$ cat config.mk
export PLATFORM = sky130hd
export DESIGN_NAME = fp_dispatch_demux
export DESIGN_NICKNAME = d
export VERILOG_FILES = /design/src/rtl/fp_pkg.sv /design/src/rtl/fp_sat_counter.sv /design/src/rtl/fp_dispatch_demux.sv
export SDC_FILE = /design/constraint.sdc
export NUM_CORES = 1
export LEC_CHECK = 0
export CAP_MARGIN = 25
export CELL_PAD_IN_SITES_DETAIL_PLACEMENT = 0
export CELL_PAD_IN_SITES_GLOBAL_PLACEMENT = 1
export CORE_MARGIN = 2
export CORE_UTILIZATION = 28
export CTS_CLUSTER_SIZE = 25
export DETAILED_ROUTE_END_ITERATION = 7
export PLACE_DENSITY = 0.77
export SLEW_MARGIN = 30
export SYNTH_ARGS = -nofsm -noshare
export SYNTH_HDL_FRONTEND = slang
export SYNTH_SLANG_ARGS = --single-unit
export TNS_END_PERCENT = 20
$ cat constraint.sdc
create_clock -name clk -period 2.1 [get_ports clk]
set_input_delay 0.63 -clock clk [delete_from_list [all_inputs] [get_ports clk]]
set_output_delay 0.63 -clock clk [all_outputs]
set_load 0.005 [all_outputs]
$ cat src/rtl/fp_pkg.sv
// Shared F-extension unit select codes, used by both the issue-side
// dispatch demux and the write-back result mux.
package fp_pkg;

  localparam logic [2:0] UNIT_INT = 3'd0;
  localparam logic [2:0] UNIT_ADD = 3'd1;
  localparam logic [2:0] UNIT_MUL = 3'd2;
  localparam logic [2:0] UNIT_DIV = 3'd3;
  localparam logic [2:0] UNIT_CVT = 3'd4;
  localparam logic [2:0] UNIT_CMP = 3'd5;

  localparam int NUNITS = 6;

  typedef enum logic {
    DSP_IDLE = 1'b0,
    DSP_HOLD = 1'b1
  } dsp_state_t;

  function automatic logic sel_legal(input logic [2:0] sel);
    return sel < 3'(NUNITS);
  endfunction

endpackage

$ cat src/rtl/fp_sat_counter.sv
// Saturating up-counter: increments on inc, sticks at all-ones.
module fp_sat_counter #(
  parameter int W = 16
) (
  input  logic         clk,
  input  logic         rst,
  input  logic         inc,
  output logic [W-1:0] cnt
);

  always_ff @(posedge clk) begin
    if (rst) begin
      cnt <= '0;
    end else if (inc && (cnt != '1)) begin
      cnt <= cnt + W'(1);
    end
  end

endmodule

$ cat src/rtl/fp_dispatch_demux.sv
// 1-to-6 FP issue distributor: one registered valid/ready slot whose operands
// are broadcast to all units, with a one-hot valid selecting the target unit.
module fp_dispatch_demux #(
  parameter int DW     = 32,
  parameter int RDW    = 5,
  parameter int NUNITS = fp_pkg::NUNITS,
  parameter int CNTW   = 16
) (
  input  logic              clk,
  input  logic              rst,
  input  logic              in_valid,
  output logic              in_ready,
  input  logic [2:0]        in_sel,
  input  logic [DW-1:0]     in_a,
  input  logic [DW-1:0]     in_b,
  input  logic [RDW-1:0]    in_rd,
  output logic [NUNITS-1:0] u_valid,
  input  logic [NUNITS-1:0] u_ready,
  output logic [DW-1:0]     u_a,
  output logic [DW-1:0]     u_b,
  output logic [RDW-1:0]    u_rd,
  output logic              err_sel,
  output logic [CNTW-1:0]   dispatch_cnt,
  output logic [CNTW-1:0]   stall_cnt
);
  import fp_pkg::*;

  dsp_state_t         state_p1, state_nxt;
  logic [2:0]         sel_p1;
  logic [DW-1:0]      a_p1, b_p1;
  logic [RDW-1:0]     rd_p1;
  logic               vld_p1;
  logic               held_rdy;
  logic               in_fire, load, dispatch_fire;

  assign vld_p1 = (state_p1 == DSP_HOLD);

  // Only the ready of the unit we are holding for matters.
  always_comb begin
    held_rdy = 1'b0;
    for (int i = 0; i < NUNITS; i++) begin
      if (sel_p1 == 3'(i)) held_rdy = u_ready[i];
    end
  end

  assign dispatch_fire = vld_p1 & held_rdy;
  assign in_ready      = ~vld_p1 | held_rdy;
  assign in_fire       = in_valid & in_ready;
  assign load          = in_fire & sel_legal(in_sel);

  always_comb begin
    state_nxt = state_p1;
    if (load) begin
      state_nxt = DSP_HOLD;
    end else if (dispatch_fire) begin
      state_nxt = DSP_IDLE;
    end
  end

  // Stage p1: output register, loaded only by a legal accepted op.
  always_ff @(posedge clk) begin
    if (rst) begin
      state_p1 <= DSP_IDLE;
      sel_p1   <= '0;
      a_p1     <= '0;
      b_p1     <= '0;
      rd_p1    <= '0;
      err_sel  <= 1'b0;
    end else begin
      state_p1 <= state_nxt;
      err_sel  <= in_fire & ~sel_legal(in_sel);
      if (load) begin
        sel_p1 <= in_sel;
        a_p1   <= in_a;
        b_p1   <= in_b;
        rd_p1  <= in_rd;
      end
    end
  end

  always_comb begin
    u_valid = '0;
    for (int i = 0; i < NUNITS; i++) begin
      if (vld_p1 && (sel_p1 == 3'(i))) u_valid[i] = 1'b1;
    end
  end

  assign u_a  = a_p1;
  assign u_b  = b_p1;
  assign u_rd = rd_p1;

  fp_sat_counter #(.W(CNTW)) u_dispatch_cnt (
    .clk (clk),
    .rst (rst),
    .inc (dispatch_fire),
    .cnt (dispatch_cnt)
  );

  fp_sat_counter #(.W(CNTW)) u_stall_cnt (
    .clk (clk),
    .rst (rst),
    .inc (vld_p1 & ~held_rdy),
    .cnt (stall_cnt)
  );

endmodule

==> results by group <==
Run status
  – Status: finished, violations left
  – Violated checks: negative setup slack

Detailed routing
  – ANT nets after route: 0
  – Via count: 4,708
  – Drt pass-1 iters: 4
  – # DRC: 0
  – Routed len/inst: 15.0 um
  – Vias per Instance: 4.73
  – Routed wire length: 15,000 um
  – Starting DRT DRC Count: 150

Critical path
  – CP Class: primary input to output pin
  – Worst-path maximum fanout: 2
  – Critical path startpoint: u_ready[4]
  – Startpoint Class: primary input
  – WP data required: 1.47 ns
  – Crit path DAT: 1.59 ns
  – RR Startpoint: sel_p1[0]
  – R2R setup slack: -0.02 ns
  – Setup crit end kind: output pin

Logic synthesis
  – Post-synth ARST share: 0
  – Register area share after synthesis: 0.443
  – Mapped Nets: 630
  – Cells after Synth: 547
  – Yosys cell types: 50
  – Avg Cell Area, Syn: 8.76 um2
  – Ranking of synthesized cells by area: dfxtp_1, mux2i_1, nand2_1
  – Area share of the largest cell type after synthesis: 0.443
  – Yosys top cell by area: dfxtp_1
  – Synthesis warning total: 0
  – Synth Flop Type: dfxtp_1
  – Synth Register Bits: 106
  – Cell Area, Synth: 4790 um2
  – EDFF count, synth: 0

Finish
  – Layout Utilization: 0.472
  – Number of diodes: 0
  – Layout Nets: 854
  – Fraction of layout cells with a size suffix above 1: 0.155
  – Area growth syn-to-layout: 64.0%
  – Final Non-Filler Cells: 995
  – Fillers: 1,560

Clocking
  – CTS tree: done
  – # hold bufs at CTS: 0
  – Clk Latency, worst-skew pair: 0.35 ns
  – H-tree depth: 3
  – Worst-path clk slew: 0.07 ns
  – Clk sink count: 106
  – TritonCTS Buffers: 9
  – CTS Buffer Depth: 2
  – Clock root buffer master: clkbuf_16

GRT
  – Largest net degree at the start of global routing: 67
  – Initial antenna violation count: 0
  – Total track usage: 0.158
  – Overflow left after global routing: 0
  – Number of global-route vias before repair: 4,832
  – First-pass GRT wire length: 23,300 um

Pwr
  – Leakage power: 3.03 nW
  – VDD IR-drop max: 0.358 mV
  – Pwr dens: 631 nW/um2

Timing
  – Period Utilization, post-route: 1.06
  – Max-slew violations: 0
  – Achievable Freq: 450 MHz
  – Clock Skews: 0.0105 ns
  – Final Worst Setup Slack: -0.124 ns
  – Worst-Margin Slew: 0.332 ns
  – Total negative slack: -1.25 ns
  – Crit path time final: 2.22 ns
  – Slew margin rel.: 0.777
  – Hold slack: 0.457 ns
  – Final Hold Viols: 0
  – RSZ-0062 raised after global routing: yes
  – Final setup viols: 53

Floorplan
  – Die Width: 135 um
  – Chip Height: 135 um
  – Starting Density: 0.288
  – Die area: 18,200 um2
  – IO Count: 190
  – # rows: 47
  – Core Box Area: 16,600 um2

Placement
  – Port bufs: 189
  – GPL Wtd Cong: 0.783
  – Place WS: -0.768 ns
  – Post-DP HPWL: 10,500 um
  – Dpl cells: 963

Hold path
  – Hold Crit Class: flop to flop
  – Min-delay src: u_b[6]

Flow run
  – Max Cap Viol: 0
==> cell type report <==
class	instances	area [um2]	share of cell area
tap	220	275	0.0350
sequential	106	2130	0.271
multi-input combinational	396	2580	0.328
clock buffer	10	239	0.0304
inverter	7	28.8	0.00366
timing repair buffer	251	2520	0.321
clock inverter	5	85.1	0.0108
==> final timing paths <==
kind | to | depth (start not counted)
max | in_ready | 5
min reg2reg | u_b[6] | 2
max reg2reg | u_stall_cnt.cnt[9] | 7
min | u_b[6] | 2
==> cells by family (layout without fill, tap and decap cells) <==
group,count (synthesis),in the layout,share of synthesized area
AO/OA/AOI/OAI,61,61,0.0885
adder cells (fa/ha/maj),2,2,0.00522
buffers and inverters,45,273,0.0444
flip-flops,106,106,0.443
multiplexers,77,77,0.162
AND/OR/NAND/NOR,256,256,0.257
==> synth_stat cells, types with 2 or more instances <==
master and count:
a21oi_1 24, a311oi_1 3, a31oi_1 2, and2_1 2
and3_1 4, and4_1 2, buf_2 11, buf_4 2
buf_6 3, clkbuf_1 22, dfxtp_1 106, ha_1 2
inv_1 7, mux2_2 3, mux2i_1 73, nand2_1 163
nand3_1 11, nand4_1 7, nand4b_1 3, nor2_1 14
nor2b_1 7, nor3_1 6, nor4_1 3, o21ai_0 3
o311a_1 2, o31ai_1 15, o41ai_1 4, or3_1 6
or4_1 16
==> state kept, by name (all words and copies together), names as in the netlist <==
register	count
err_sel	1
sel_p1	3
state_p1	1
u_a	32
u_b	32
u_dispatch_cnt.cnt	16
u_rd	5
u_stall_cnt.cnt	16
==> power by group <==
| group | switching, mW | internal [mW] |
|---|---|---|
| sequential | 0.0635 | 2.11 |
| clock | 0.780 | 1.08 |
| combinational | 0.361 | 0.562 |
==> per-layer routing <==
layer	GRT usage	routed length (um)	vias up	part of all wire
li1	-	-	2354	-
met1	0.177	6240	2204	0.42
met2	0.271	7180	136	0.48
met3	0.0653	1340	14	0.089
met4	0.0538	203	0	0.014
met5	0	0	-	0
==> layout by cell type, fill, tap and decap left out, types with 3 or more instances in the layout <==
cell type / n
a21oi_1: 17
a21oi_2: 7
a311oi_1: 3
and3_1: 4
buf_12: 7
buf_4: 46
buf_6: 6
clkbuf_16: 12
clkdlybuf4s50_1: 176
dfxtp_1: 102
dlygate4sd2_1: 8
inv_1: 6
mux2_2: 3
mux2i_1: 71
nand2_1: 162
nand3_1: 11
nand4_1: 7
nand4b_1: 3
nor2_1: 13
nor2b_1: 5
nor3_1: 6
o21ai_0: 3
o31ai_1: 15
or3_1: 6
or4_1: 13
or4_4: 3
==> stage by stage <==
step	area (um2)	power, mW
final	7860	4.96
after global routing	7860	5.17
after CTS	7630	4.96
after detailed placement	7220	3.06
after global placement	7220	3.04
after floorplan	4800	2.55
==> timing repair <==
action,in CTS,in global routing
resized for setup,32,33
setup buffers,6,7
pin swaps,5,9
cloned,1,3
endpoints found under the setup margin,103,73
==> worst max-delay path, cell delays in order <==
cell and delay (ns):
dlygate4sd2_1 0.24, mux2i_1 0.23, o21ai_2 0.12, o32a_4 0.24
buf_6 0.13
(Power assumes the default switching activity.)
